<file path="config.mk">
export PLATFORM = sky130hd
export DESIGN_NAME = frac_lut_cfg_flat
export DESIGN_NICKNAME = d
export VERILOG_FILES = /design/src/rtl/frac_lut_cfg_if.sv /design/src/rtl/frac_lut_cfg.sv /design/src/flat_wrapper.sv
export SDC_FILE = /design/constraint.sdc
export NUM_CORES = 1
export LEC_CHECK = 0
export CAP_MARGIN = 20
export CORE_UTILIZATION = 57
export CTS_CLUSTER_SIZE = 40
export DETAILED_ROUTE_END_ITERATION = 16
export PLACE_DENSITY_LB_ADDON = 0.2
export SLEW_MARGIN = 20
export SYNTH_ARGS = -nofsm -noshare
export SYNTH_HDL_FRONTEND = slang
export SYNTH_SLANG_ARGS = --single-unit
</file>
<file path="constraint.sdc">
create_clock -name clk -period 2.6 [get_ports clk]
set_input_delay 0.52 -clock clk [delete_from_list [all_inputs] [get_ports clk]]
set_output_delay 0.52 -clock clk [all_outputs]
set_load 0.01 [all_outputs]
</file>
<file path="src/rtl/frac_lut_cfg_if.sv">
// Configuration bus for frac_lut_cfg: start/valid/ready loader handshake plus status.
// FRAC_LUT_CFG_READBACK_EN adds the word readback channel.
interface frac_lut_cfg_if #(
  parameter int CFG_W = 8
) ();
  logic             cfg_start;
  logic             cfg_valid;
  logic [CFG_W-1:0] cfg_data;
  logic             cfg_ready;
  logic             cfg_done;
  logic             cfg_err;
`ifdef FRAC_LUT_CFG_READBACK_EN
  logic             cfg_rd_req;
  logic [CFG_W-1:0] cfg_rd_data;
  logic             cfg_rd_valid;

  modport master (
    output cfg_start, cfg_valid, cfg_data, cfg_rd_req,
    input  cfg_ready, cfg_done, cfg_err, cfg_rd_data, cfg_rd_valid
  );
  modport slave (
    input  cfg_start, cfg_valid, cfg_data, cfg_rd_req,
    output cfg_ready, cfg_done, cfg_err, cfg_rd_data, cfg_rd_valid
  );
`else
  modport master (
    output cfg_start, cfg_valid, cfg_data,
    input  cfg_ready, cfg_done, cfg_err
  );
  modport slave (
    input  cfg_start, cfg_valid, cfg_data,
    output cfg_ready, cfg_done, cfg_err
  );
`endif
endinterface

</file>
<file path="src/rtl/frac_lut_cfg.sv">
// K-input fracturable LUT with word-serial configuration loader; outputs gated until loaded.
// FRAC_LUT_CFG_READBACK_EN builds the word readback path on the cfg interface.
//
// state  | meaning
// S_IDLE | no configuration since reset, LUT outputs held at 0
// S_LOAD | accepting config words, cfg_ready high
// S_DONE | image complete, LUT live
module frac_lut_cfg #(
  parameter int K     = 6,
  parameter int CFG_W = 8
) (
  input  logic          clk,
  input  logic          reset_n,
  frac_lut_cfg_if.slave cfg,
  input  logic [K-1:0]  in,
  output logic [3:0]    lut_lo_out,
  output logic [1:0]    lut_mid_out,
  output logic          lut_full_out
);

  localparam int N_T       = 2**K;
  localparam int N_CFG     = N_T + 2;
  localparam int N_WORDS   = (N_CFG + CFG_W - 1) / CFG_W;
  localparam int CNT_W     = (N_WORDS > 1) ? $clog2(N_WORDS) : 1;
  localparam int LAST_BITS = N_CFG - (N_WORDS - 1) * CFG_W;
  localparam logic [CFG_W-1:0] LAST_MASK = {CFG_W{1'b1}} >> (CFG_W - LAST_BITS);

  typedef enum logic [1:0] {S_IDLE, S_LOAD, S_DONE} state_t;

  state_t           r_state;
  logic [CNT_W-1:0] r_cnt;
  logic [CFG_W-1:0] r_words [N_WORDS];
  logic             r_ready;
  logic             r_done;
  logic             r_err;
`ifdef FRAC_LUT_CFG_READBACK_EN
  logic [CNT_W-1:0] r_rd_idx;
  logic [CFG_W-1:0] r_rd_data;
  logic             r_rd_valid;
`endif

  logic             w_accept;
  logic             w_last;
  logic [CFG_W-1:0] w_wr_data;

  assign w_accept  = cfg.cfg_valid & r_ready;
  assign w_last    = (r_cnt == CNT_W'(N_WORDS - 1));
  // Padding bits of the final word are stored as 0 so readback returns them as 0.
  assign w_wr_data = w_last ? (cfg.cfg_data & LAST_MASK) : cfg.cfg_data;

  always_ff @(posedge clk or negedge reset_n) begin
    if (!reset_n) begin
      r_state <= S_IDLE;
      r_cnt   <= '0;
      r_ready <= 1'b0;
      r_done  <= 1'b0;
      r_err   <= 1'b0;
      for (int w = 0; w < N_WORDS; w++) r_words[w] <= '0;
`ifdef FRAC_LUT_CFG_READBACK_EN
      r_rd_idx   <= '0;
      r_rd_data  <= '0;
      r_rd_valid <= 1'b0;
`endif
    end else begin
`ifdef FRAC_LUT_CFG_READBACK_EN
      r_rd_valid <= 1'b0;
`endif
      // Start has priority over everything, including a word offered in the same cycle.
      if (cfg.cfg_start) begin
        r_state <= S_LOAD;
        r_cnt   <= '0;
        r_ready <= 1'b1;
        r_done  <= 1'b0;
        r_err   <= 1'b0;
`ifdef FRAC_LUT_CFG_READBACK_EN
        r_rd_idx <= '0;
`endif
      end else begin
        case (r_state)
          S_IDLE: begin
            if (cfg.cfg_valid) r_err <= 1'b1;
          end
          S_LOAD: begin
            if (w_accept) begin
              r_words[r_cnt] <= w_wr_data;
              if (w_last) begin
                r_state <= S_DONE;
                r_ready <= 1'b0;
                r_done  <= 1'b1;
              end else begin
                r_cnt <= r_cnt + 1'b1;
              end
            end
          end
          S_DONE: begin
            if (cfg.cfg_valid) r_err <= 1'b1;
`ifdef FRAC_LUT_CFG_READBACK_EN
            if (cfg.cfg_rd_req) begin
              r_rd_data  <= r_words[r_rd_idx];
              r_rd_valid <= 1'b1;
              r_rd_idx   <= (r_rd_idx == CNT_W'(N_WORDS - 1)) ? '0 : r_rd_idx + 1'b1;
            end
`endif
          end
          default: r_state <= S_IDLE;
        endcase
      end
    end
  end

  assign cfg.cfg_ready = r_ready;
  assign cfg.cfg_done  = r_done;
  assign cfg.cfg_err   = r_err;
`ifdef FRAC_LUT_CFG_READBACK_EN
  assign cfg.cfg_rd_data  = r_rd_data;
  assign cfg.cfg_rd_valid = r_rd_valid;
`endif

  logic [N_CFG-1:0] w_cfg;
  logic [N_T-1:0]   w_t;
  logic             w_m0;
  logic             w_m1;
  logic [K-1:0]     w_a;
  logic [3:0]       w_lo;
  logic [1:0]       w_mid;

  for (genvar gb = 0; gb < N_CFG; gb++) begin : g_flat
    assign w_cfg[gb] = r_words[gb / CFG_W][gb % CFG_W];
  end

  assign w_t  = w_cfg[N_T-1:0];
  assign w_m0 = w_cfg[N_T];
  assign w_m1 = w_cfg[N_T+1];
  assign w_a  = {in[K-1] | w_m1, in[K-2] | w_m0, in[K-3:0]};

  for (genvar gi = 0; gi < 4; gi++) begin : g_lo
    assign w_lo[gi] = w_t[{2'(gi), in[K-3:0]}];
  end

  for (genvar gj = 0; gj < 2; gj++) begin : g_mid
    assign w_mid[gj] = w_t[{1'(gj), w_a[K-2], in[K-3:0]}];
  end

  assign lut_lo_out   = w_lo & {4{r_done}};
  assign lut_mid_out  = w_mid & {2{r_done}};
  assign lut_full_out = w_t[w_a] & r_done;

endmodule

</file>
<file path="src/flat_wrapper.sv">
// flat-port wrapper written by rule: the top's interface ports become plain ports
module frac_lut_cfg_flat 
#(
  parameter int K     = 6,
  parameter int CFG_W = 8
)
  (clk, reset_n, in, lut_lo_out, lut_mid_out, lut_full_out, cfg_cfg_start, cfg_cfg_valid, cfg_cfg_data, cfg_cfg_ready, cfg_cfg_done, cfg_cfg_err);
  frac_lut_cfg_if #(.CFG_W(CFG_W)) cfg_i ();
  input  logic clk;
  input  logic reset_n;
  input  logic [K-1:0] in;
  output logic [3:0] lut_lo_out;
  output logic [1:0] lut_mid_out;
  output logic lut_full_out;
  input wire logic [$bits(cfg_i.cfg_start)-1:0] cfg_cfg_start;
  input wire logic [$bits(cfg_i.cfg_valid)-1:0] cfg_cfg_valid;
  input wire logic [$bits(cfg_i.cfg_data)-1:0] cfg_cfg_data;
  output wire logic [$bits(cfg_i.cfg_ready)-1:0] cfg_cfg_ready;
  output wire logic [$bits(cfg_i.cfg_done)-1:0] cfg_cfg_done;
  output wire logic [$bits(cfg_i.cfg_err)-1:0] cfg_cfg_err;
  assign cfg_i.cfg_start = cfg_cfg_start;
  assign cfg_i.cfg_valid = cfg_cfg_valid;
  assign cfg_i.cfg_data = cfg_cfg_data;
  assign cfg_cfg_ready = cfg_i.cfg_ready;
  assign cfg_cfg_done = cfg_i.cfg_done;
  assign cfg_cfg_err = cfg_i.cfg_err;
  frac_lut_cfg #(.K(K), .CFG_W(CFG_W)) u_core (.clk(clk), .reset_n(reset_n), .cfg(cfg_i), .in(in), .lut_lo_out(lut_lo_out), .lut_mid_out(lut_mid_out), .lut_full_out(lut_full_out));
endmodule
</file>
==> results of run 1 <==
==> logic make-up (layout without fill, tap and decap cells) <==
logic type / after synthesis / in the layout
simple gates: 95 / 95
flops: 75 / 75
compound gates: 67 / 67
mux: 42 / 42
buf+inv: 21 / 85
fa+ha+maj: 4 / 4
xor+xnor: 3 / 3
==> cells in the final DEF, fill, tap and decap left out, types with 2 or more instances in the layout <==
master / netlist / routed
nand3_1: 5 / 5
buf_8: 0 / 3
a21oi_1: 3 / 3
buf_12: 0 / 2
clkbuf_2: 0 / 2
mux2_2: 19 / 18
xor2_1: 2 / 2
buf_2: 1 / 6
clkbuf_8: 0 / 9
mux4_2: 13 / 13
clkdlybuf4s50_1: 0 / 15
clkbuf_1: 10 / 4
buf_4: 2 / 26
o21ai_1: 9 / 9
a221oi_2: 0 / 4
dfrtp_1: 75 / 75
nand2_1: 60 / 60
buf_6: 2 / 7
mux2i_1: 10 / 10
nor2_1: 14 / 14
a22o_1: 2 / 2
o21a_1: 2 / 2
nor3_1: 4 / 3
ha_1: 4 / 4
o21ai_0: 42 / 42
inv_1: 6 / 5
dlygate4sd2_1: 0 / 2
clkinv_2: 0 / 3
==> worst register-to-register path, delay by kind of cell, from the launching register on <==
kind          cells  cell delay, ns
mux               1            0.40
simple gates      2            0.79
flops             1            0.44
buf+inv           1            0.10
fa+ha+maj         1            0.22
==> registers in the layout (all words and copies together) (netlist names) <==
name                  flops
u_core.cfg.cfg_done       1
u_core.cfg.cfg_err        1
u_core.cfg.cfg_ready      1
u_core.r_cnt              4
u_core.r_state            2
u_core.r_words           66
==> repair_timing <==
item,CTS,global route
hold endpoints to repair,0,0
gates resized for setup,57,4
buffers inserted,10,4
pin swaps,6,2
endpoints found under the setup margin,7,7
==> through the flow <==
step | hold WS, ns | setup slack [ns] | TNS [ns] | utilization
3_3_place_gp | 0.460 | -0.902 | -5.28 | 0.688
6_report | 0.147 | -0.203 | -0.621 | 0.745
4_1_cts | 0.169 | -0.178 | -0.432 | 0.742
3_5_place_dp | 0.470 | -0.943 | -5.54 | 0.688
5_1_grt | 0.202 | -0.259 | -0.861 | 0.745
2_1_floorplan | 0.224 | 0.113 | 0 | -
==> area by class of cell <==
type                    count  area share
clock buffers              13      0.0328
clock inverters             3     0.00355
inverters                   6     0.00532
multi-input cells         211       0.359
flip-flops and latches     75       0.444
well taps                  72      0.0213
repair buffers             63       0.134
==> worst paths after layout <==
path | slack [ns] | endpoint | from | depth (start not counted)
min | 0.15 | u_core.r_words[34]$_DFFE_PN0P_ | reset_n | 1
max in group asynchronous | 1.67 | u_core.r_words[63]$_DFFE_PN0P_ | reset_n | 2
min reg2reg | 0.48 | u_core.r_words[23]$_DFFE_PN0P_ | u_core.r_words[23]$_DFFE_PN0P_ | 2
max reg2reg | 0.54 | u_core.r_words[1]$_DFFE_PN0P_ | u_core.r_cnt[0]$_DFFE_PN0P_ | 5
max | -0.20 | lut_mid_out[0] | u_core.r_words[45]$_DFFE_PN0P_ | 7
min in group clk | 0.48 | u_core.r_words[23]$_DFFE_PN0P_ | u_core.r_words[23]$_DFFE_PN0P_ | 2
==> metal layers <==
metal / track usage / wire [um] / part of all wire
met5: 0 / 0 / 0
met4: 0.129 / 178 / 0.023
met3: 0.0389 / 365 / 0.046
met2: 0.450 / 3800 / 0.48
met1: 0.386 / 3510 / 0.45
==> cells in the mapped netlist (2+ instances only) <==
library cell / n
nand2_1: 60
mux4_2: 13
o21ai_0: 42
o21a_1: 2
and2_1: 2
inv_1: 6
nor2_1: 14
ha_1: 4
dfrtp_1: 75
xor2_1: 2
nand3_1: 5
nor3_1: 4
buf_6: 2
o21ai_1: 9
a221oi_1: 4
a21oi_1: 3
clkbuf_1: 10
a22o_1: 2
mux2_2: 19
nor4_1: 2
mux2i_1: 10
buf_4: 2
==> where the power goes <==
part	total [mW]	internal [mW]	switching [mW]
Combinational	0.471	0.260	0.211
Clock	0.759	0.343	0.416
Sequential	1.41	1.32	0.0918
==> reports/results.ini, run 1 <==
[timing]
skew_ns = 0.00949
period_share = 1.08
rsz0062_at_grt = yes
finalHoldViolCount = 0
slew_headroom = 0.622
setup_ws_ns = -0.203
setup_viol = 4
fin_crit_ns = 2.80
drv_slew = 0
worst_pin_slew_ns = 0.567
maxClockFrequency_mhz = 357

[global_routing]
grt_overflow = 0
grt_pass1_wl_mm = 13.0
grt_max_degree = 30
grtUsageTotal = 0.282
grt_pass1_vias = 2562
antenna_found_initial = 0

[cells_and_area]
multiInputGateArea_um2 = 1520
area_growth_pct = 22.6
seqCellArea_um2 = 1880
design_area_um2 = 4230
drive_gt1_frac = 0.270
finalNonFillerCells = 443
antenna_cells = 0
nets = 388
nFillCells = 397

[power]
p_per_area_nw_per_um2 = 625
p_leak_nw = 1.98
fin_total_pwr_mw = 2.64
ir_worst_vdd_v = 0.000498

[synth]
synthXorXnorAreaFrac = 0.00762
synth_top_family_by_area = multiplexers
syn_area_per_cell_um2 = 11.2
synth_largest_area_cell = dfrtp_1
synthSimpleGateAreaFrac = 0.118
synthAdderAreaFrac = 0.0145
syn_area_um2 = 3450
synthFlopType = dfrtp_1
synth_warnings = 0
synth_edf_count = 0
muxShareOfSynthArea = 0.176
synth.area.top_cells = dfrtp_1 54%, mux4_2 8.5%, nand2_1 6.5%
async_flop_share = 1.00
synth_cells = 307
yosys_register_bits = 75
synth_cell_types = 37
ys_seq_area_frac = 0.544
syn_nets = 329
synth_compound_area_frac = 0.110
synth_top_area_frac = 0.544

[critical_path]
setup.worst_path.end_class = output port
path_cells = mux4_2, mux4_2, buf_4, buf_6, o21ai_0, a21oi_1, buf_2
cpPeakStageDelay_ns = 0.50
crit_buf_inv = 3
path_class = flop to output port
worstPathArrival_ns = 2.28
required_ns = 2.08
cpMostUsedCell = mux4_2
critPathTopFamily = multiplexers
path_max_fanout = 2
critPathSlowestCell = mux4_2
critical_path.startpoint_type = flop

[detailed_routing]
wirelength_mm = 7.86
drtAntennaViolNets = 0
drc_errors = 0
avgViaCountPerCell = 5.85
routed-via-count = 2592
drt-initial-drc-count = 152
firstDrtPassIters = 4
wire_per_inst_um = 17.7

[die]
fp.dieH_um = 79.8
io_pins = 28
die_area_um2 = 6370
die_w_um = 79.8
initial_core_util = 0.608
num_rows = 27
coreArea_um2 = 5680

[clocking]
cts_buffers = 9
cts_num_sinks = 75
clock_latency_ns = 0.36
cts_tree = built
root_buffer = clkbuf_8
clk_pin_slew_ns = 0.08
clockBufferDepth = 2
hold_buffers = 0
htreeDepth = 3

[run]
maxCapViolCount = 0

[placement]
dp_hpwl_mm = 5.25
dp_cells = 413
placed_area_um2 = 3900
gp_congestion = 0.854
io_buffers = 27

[outcome]
status = complete, but fails checks
violations = setup timing

[worst_hold_path]
hp-class = primary input to async pin

Power figures use the tool's default switching activity.
==> run 2, diff against run 1 <==
--- a/config.mk
+++ b/config.mk
@@ -7,6 +7,8 @@
 export LEC_CHECK = 0
 export CAP_MARGIN = 20
 export CORE_UTILIZATION = 57
+export CTS_BUF_LIST = sky130_fd_sc_hd__clkbuf_4 sky130_fd_sc_hd__clkbuf_8 sky130_fd_sc_hd__clkbuf_16
+export CTS_CLUSTER_DIAMETER = 60
 export CTS_CLUSTER_SIZE = 40
 export DETAILED_ROUTE_END_ITERATION = 16
 export PLACE_DENSITY_LB_ADDON = 0.2
==> run 2 against run 1 <==
Combinational power is essentially flat. Via count down 0.50%. Design area rose by 0.35%. The run still ends with setup timing left. First-iteration DRC count rose by 3.3%. Critical endpoint unchanged. Setup slack worse by 0.0096 ns. Clock-buffer cell count stayed put. Utilization grew 0.26 points. Die area stayed put.
==> reports/results.ini, run 2 (synthesized netlist as in run 1, its figures left out) <==
[power]
swShare = 0.267  ; -0.00515
p_sw_mw = 0.715  ; -0.47%
p_seq_frac = 0.527  ; -0.008
p_int_mw = 1.97  ; +2.2%
combPwrFrac = 0.176  ; -0.002
ir_worst_vdd_v = 0.000487  ; -2.2%
p_per_area_nw_per_um2 = 632  ; +1.1%
p_leak_nw = 1.99  ; +0.69%
clockPowerShare = 0.297  ; +0.010

[clocking]
clockBufferDepth = 2  ; unchanged
cts_num_sinks = 75  ; unchanged
clock_latency_ns = 0.35  ; about the same
hold_buffers = 0  ; unchanged
clk_pin_slew_ns = 0.08  ; about the same
htreeDepth = 3  ; unchanged
root_buffer = clkbuf_8
cts_buffers = 9  ; unchanged
cts_tree = built

[timing]
fin_crit_ns = 2.81  ; +0.00956 ns
rsz0062_at_grt = yes
drv_slew = 0  ; unchanged
worst_pin_slew_ns = 0.572  ; +0.00469 ns
slew_headroom = 0.619  ; -0.00313
finalHoldViolCount = 0  ; unchanged
period_share = 1.08  ; +0.00368
skew_ns = 0.0103  ; +0.000841 ns
setup_viol = 4  ; unchanged
setup_ws_ns = -0.213  ; -0.00956 ns
maxClockFrequency_mhz = 355  ; -0.34%

[critical_path]
setup.worst_path.end_class = output port
critical_path.startpoint_type = flop
rr_worst_depth = 5  ; unchanged
r2r_start = u_core.r_cnt[0]$_DFFE_PN0P_
required_ns = 2.08  ; about the same
r2r-end = u_core.r_words[1]$_DFFE_PN0P_
r2r_setup_slack_ns = 0.55  ; about the same
path_class = flop to output port
path_max_fanout = 2  ; unchanged
worstPathArrival_ns = 2.29  ; about the same

[cells_and_area]
area_growth_pct = 23.1
nets = 388  ; unchanged
top_regs = u_core.r_words: 66 flops, u_core.r_cnt: 4 flops, u_core.r_state: 2 flops
largest_register_ffs = 66  ; unchanged
finalNonFillerCells = 443  ; unchanged
layout_commonest_cell = dfrtp_1
antenna_cells = 0  ; unchanged
drive_gt1_frac = 0.280  ; +0.0108
post-route-util = 0.748  ; +0.00265
top_register = u_core.r_words
final_cell_mix = 75 x dfrtp_1, 60 x nand2_1, 42 x o21ai_0

[die]
num_rows = 27  ; unchanged
initial_core_util = 0.608  ; unchanged
die_area_um2 = 6370  ; unchanged
die_w_um = 79.8  ; unchanged
fp.dieH_um = 79.8  ; unchanged
io_pins = 28  ; unchanged
coreArea_um2 = 5680  ; unchanged

[outcome]
violations = setup timing
status = complete, but fails checks

[detailed_routing]
firstDrtPassIters = 4  ; unchanged
avgViaCountPerCell = 5.82  ; -0.50%
routed-via-count = 2579  ; -0.50%
drc_errors = 0  ; unchanged
wirelength_mm = 7.89  ; +0.42%
wire_per_inst_um = 17.8  ; +0.42%
drt-initial-drc-count = 157  ; +3.3%
drtAntennaViolNets = 0  ; unchanged

[global_routing]
grtUsageTotal = 0.283  ; +0.000931
antenna_found_initial = 0  ; unchanged
grt_max_degree = 30  ; unchanged
grt_pass1_vias = 2573  ; +0.43%
grt_pass1_wl_mm = 13.0  ; +0.38%
grt_overflow = 0  ; unchanged

[placement]
gp_congestion = 0.854  ; unchanged
dp_hpwl_mm = 5.25  ; unchanged
io_buffers = 27  ; unchanged
dp_cells = 413  ; unchanged

[worst_hold_path]
hp-class = primary input to async pin

[run]
maxCapViolCount = 0  ; unchanged

-- run 2: changes by cell type in the layout (fill, tap and decap cells not counted) --
cell	before	now
clkbuf_4	0	4
clkbuf_1	4	0
-- run 2: layer usage --
metal / vias to the layer above / track usage / part of all wire
met5: - / 0 / 0
met4: 0 / 0.129 / 0.022
met3: 16 / 0.0389 / 0.042
met2: 72 / 0.450 / 0.48
met1: 1277 / 0.389 / 0.46
li1: 1214 / - / -
-- run 2: repair_timing --
item                       4_1_cts  5_1_grt
pin swaps                        6        2
buffers inserted                10        4
gates resized for setup         57        4
setup endpoints to repair        7        7
-- run 2: critical path, stage by stage (launching register included) --
cell	delay [ns]
dfrtp_1	0.40
mux4_2	0.48
mux4_2	0.51
buf_4	0.16
buf_6	0.10
o21ai_0	0.07
a21oi_1	0.09
buf_2	0.14
-- run 2: worst max-delay path by stage --
stage	to	slack, ns	from
final	lut_mid_out[0]	-0.21	u_core.r_words[49]$_DFFE_PN0P_
after global routing	lut_full_out	-0.27	u_core.r_words[45]$_DFFE_PN0P_
after CTS	lut_full_out	-0.18	u_core.r_words[45]$_DFFE_PN0P_
after detailed placement	lut_full_out	-0.94	in[2]
after global placement	lut_full_out	-0.90	in[2]
after floorplan	lut_full_out	0.11	in[2]
-- run 2: per-stage QoR --
step | area (um2) | setup WS (ns) | power (mW) | hold slack (ns) | TNS (ns)
3_5_place_dp | 3900 | -0.943 | 1.84 | 0.470 | -5.54
2_1_floorplan | 3450 | 0.113 | 1.67 | 0.224 | 0
5_1_grt | 4250 | -0.266 | 2.80 | 0.205 | -0.886
4_1_cts | 4230 | -0.178 | 2.66 | 0.168 | -0.433
6_report | 4250 | -0.213 | 2.68 | 0.151 | -0.648
3_3_place_gp | 3900 | -0.902 | 1.82 | 0.460 | -5.28
-- run 2: final cells by class --
cell class / count / area (um2)
clock buffer: 13 / 154
clock inverter: 3 / 15.0
sequential: 75 / 1880
timing repair buffer: 63 / 567
multi-input combinational: 211 / 1520
inverter: 6 / 22.5
fill: 393 / 1430
tap: 72 / 90.1
-- run 2: power groups by stage --
stage	Combinational, mW	Sequential [mW]	Clock, mW
floorplan	0.274	1.40	0
global placement	0.395	1.43	0
detailed placement	0.415	1.43	0
CTS	0.448	1.41	0.807
global route	0.520	1.43	0.856
finish	0.472	1.41	0.797
==> run 3, diff against run 2 <==
--- a/config.mk
+++ b/config.mk
@@ -6,7 +6,9 @@
 export NUM_CORES = 1
 export LEC_CHECK = 0
 export CAP_MARGIN = 20
-export CORE_UTILIZATION = 57
+export CELL_PAD_IN_SITES_DETAIL_PLACEMENT = 1
+export CELL_PAD_IN_SITES_GLOBAL_PLACEMENT = 1
+export CORE_UTILIZATION = 46
 export CTS_BUF_LIST = sky130_fd_sc_hd__clkbuf_4 sky130_fd_sc_hd__clkbuf_8 sky130_fd_sc_hd__clkbuf_16
 export CTS_CLUSTER_DIAMETER = 60
 export CTS_CLUSTER_SIZE = 40
==> run 3 against run 2 <==
The flow still finishes with violations (setup timing). Clock power up 41%. Largest power group unchanged. Worst hold slack worse by 0.0012 ns. Largest cell class unchanged. Critical endpoint is now lut_full_out. Global-route usage down 1.8 points. Sequential cell count unchanged.
==> reports/results.ini, run 3 (synthesized netlist as in run 1, its figures left out) <==
[outcome]
status = complete, but fails checks
violations = setup timing

[power]
swShare = 0.255  ; -0.0115
p_per_area_nw_per_um2 = 679  ; +7.4%
ir_worst_vdd_v = 0.000439  ; -9.9%
p_sw_mw = 0.782  ; +9.3%
p_seq_frac = 0.465  ; -0.062
p_leak_nw = 2.04  ; +2.5%
p_int_mw = 2.28  ; +16%
fin_total_pwr_mw = 3.06  ; +14%
combPwrFrac = 0.169  ; -0.007
clockPowerShare = 0.366  ; +0.069

[critical_path]
required_ns = 2.08  ; about the same
critical_path.startpoint_type = flop
worstPathArrival_ns = 2.32  ; +0.03 ns
r2r_setup_slack_ns = 0.69  ; +0.14 ns
cpMostUsedCell = mux4_2
critPathSlowestCell = mux4_2
path_cells = mux4_2, mux4_2, or3b_1, o41a_1, o31ai_2, buf_2
setup.worst_path.end_class = output port
cpPeakStageDelay_ns = 0.53  ; +0.02 ns
path_max_fanout = 2  ; unchanged
path_class = flop to output port

[die]
initial_core_util = 0.476  ; -0.132
die_area_um2 = 7850  ; +23%
coreArea_um2 = 7250  ; +28%
die_w_um = 88.6  ; +11%
fp.dieH_um = 88.6  ; +11%
num_rows = 31  ; +15%
io_pins = 28  ; unchanged

[detailed_routing]
drc_errors = 0  ; unchanged
wire_per_inst_um = 20.8  ; +17%
wirelength_mm = 9.79  ; +24%
drt-initial-drc-count = 171  ; +8.9%
routed-via-count = 2632  ; +2.1%
avgViaCountPerCell = 5.59  ; -4.0%
drtAntennaViolNets = 0  ; unchanged
firstDrtPassIters = 4  ; unchanged

[timing]
worst_pin_slew_ns = 0.530  ; -0.0412 ns
slew_headroom = 0.646  ; +0.0275
fin_crit_ns = 2.84  ; +0.0277 ns
whs_ns = 0.149  ; -0.00125 ns
setup_viol = 3  ; -1
rsz0062_at_grt = yes
skew_ns = 0.0142  ; +0.00384 ns
period_share = 1.09  ; +0.0107
finalHoldViolCount = 0  ; unchanged
drv_slew = 0  ; unchanged
maxClockFrequency_mhz = 352  ; -0.98%
setup_ws_ns = -0.241  ; -0.0277 ns

[global_routing]
antenna_found_initial = 0  ; unchanged
grtUsageTotal = 0.265  ; -0.0181
grt_overflow = 0  ; unchanged
grt_max_degree = 40  ; +33%
grt_pass1_vias = 2752  ; +7.0%
grt_pass1_wl_mm = 14.8  ; +13%

[cells_and_area]
area_growth_pct = 30.8
nets = 390  ; +0.52%
finalNonFillerCells = 471  ; +6.3%
layout_commonest_cell = dfrtp_1
nFillCells = 769  ; +96%
top_register = u_core.r_words
final_cell_mix = 75 x dfrtp_1, 60 x nand2_1, 41 x o21ai_0
drive_gt1_frac = 0.312  ; +0.0315
post-route-util = 0.622  ; -0.126
antenna_cells = 0  ; unchanged
top_regs = u_core.r_words: 66 flops, u_core.r_cnt: 4 flops, u_core.r_state: 2 flops
largest_register_ffs = 66  ; unchanged

[clocking]
cts_num_sinks = 75  ; unchanged
cts_tree = built
clockBufferDepth = 2  ; unchanged
htreeDepth = 3  ; unchanged
clock_latency_ns = 0.35  ; about the same
clk_pin_slew_ns = 0.09  ; about the same
cts_buffers = 9  ; unchanged
root_buffer = clkbuf_8
hold_buffers = 0  ; unchanged

[worst_hold_path]
hp-class = primary input to async pin

[placement]
dp_cells = 445  ; +7.7%
dp_hpwl_mm = 6.21  ; +18%
io_buffers = 27  ; unchanged
gp_congestion = 0.737  ; -14%

[run]
maxCapViolCount = 0  ; unchanged

[run 3: cell count changes in the layout (fill, tap and decap cells not counted), moves of 2 or more]
cell,change
a221oi_4,+4
clkbuf_4,-4
mux2i_2,+5
buf_4,+2
clkbuf_8,+2
mux2i_1,-6
bufinv_16,+3
buf_12,+2
a221oi_2,-4
clkinv_2,-3
[run 3: final cells by class]
type	instances	area, um2	share of cell area
Clock inverter	4	97.6	0.0216
Sequential cell	75	1880	0.416
Timing Repair Buffer	65	611	0.135
Inverter	6	25.0	0.00554
Tap cell	99	124	0.0274
Clock buffer	11	151	0.0335
Multi-Input combinational cell	211	1630	0.361
[run 3: critical path: cells and delay by family, from the launching register on]
| kind | cells | cell delay (ns) |
|---|---|---|
| flops | 1 | 0.39 |
| mux | 2 | 1.02 |
| buf+inv | 1 | 0.14 |
| compound gates | 2 | 0.23 |
| simple gates | 1 | 0.19 |
[run 3: worst paths after layout]
check	from	end	cells after the start
min in group clk	u_core.r_words[19]$_DFFE_PN0P_	u_core.r_words[19]$_DFFE_PN0P_	2
max in group asynchronous	reset_n	u_core.r_words[20]$_DFFE_PN0P_	2
worst max register to register	u_core.r_state[1]$_DFFE_PN0P_	u_core.r_words[31]$_DFFE_PN0P_	6
worst min register to register	u_core.r_words[19]$_DFFE_PN0P_	u_core.r_words[19]$_DFFE_PN0P_	2
worst min-delay path	reset_n	u_core.r_words[33]$_DFFE_PN0P_	1
worst max-delay path	u_core.r_words[46]$_DFFE_PN0P_	lut_full_out	6
[run 3: repair_timing]
| action | 4_1_cts | 5_1_grt |
|---|---|---|
| endpoints found under the setup margin | 7 | 7 |
| buffers inserted | 7 | 8 |
| pin swaps | 9 | 8 |
| resized for setup | 63 | 25 |
[run 3: power groups by stage]
stage	Combinational, mW	Sequential, mW	Clock, mW
floorplan	0.274	1.40	0
global placement	0.413	1.43	0
detailed placement	0.437	1.44	0
CTS	0.489	1.42	1.13
global route	0.571	1.44	1.18
finish	0.518	1.42	1.12
[run 3: per-stage QoR]
step | TNS, ns | cell area [um2] | setup WS [ns]
4_1_cts | -0.631 | 4400 | -0.248
2_1_floorplan | 0 | 3450 | 0.113
6_report | -0.660 | 4510 | -0.241
5_1_grt | -0.858 | 4510 | -0.300
3_5_place_dp | -5.89 | 4000 | -1.03
3_3_place_gp | -5.34 | 4000 | -0.928
[run 3: routing by layer]
| layer | share of wire | wire (um) | global-route usage | vias to the layer above |
|---|---|---|---|---|
| met2 | 0.52 | 5090 | 0.448 | 46 |
| met5 | 0 | 0 | 0 | - |
| li1 | - | - | - | 1216 |
| met1 | 0.43 | 4240 | 0.343 | 1354 |
| met3 | 0.025 | 247 | 0.0354 | 16 |
| met4 | 0.022 | 215 | 0.116 | 0 |
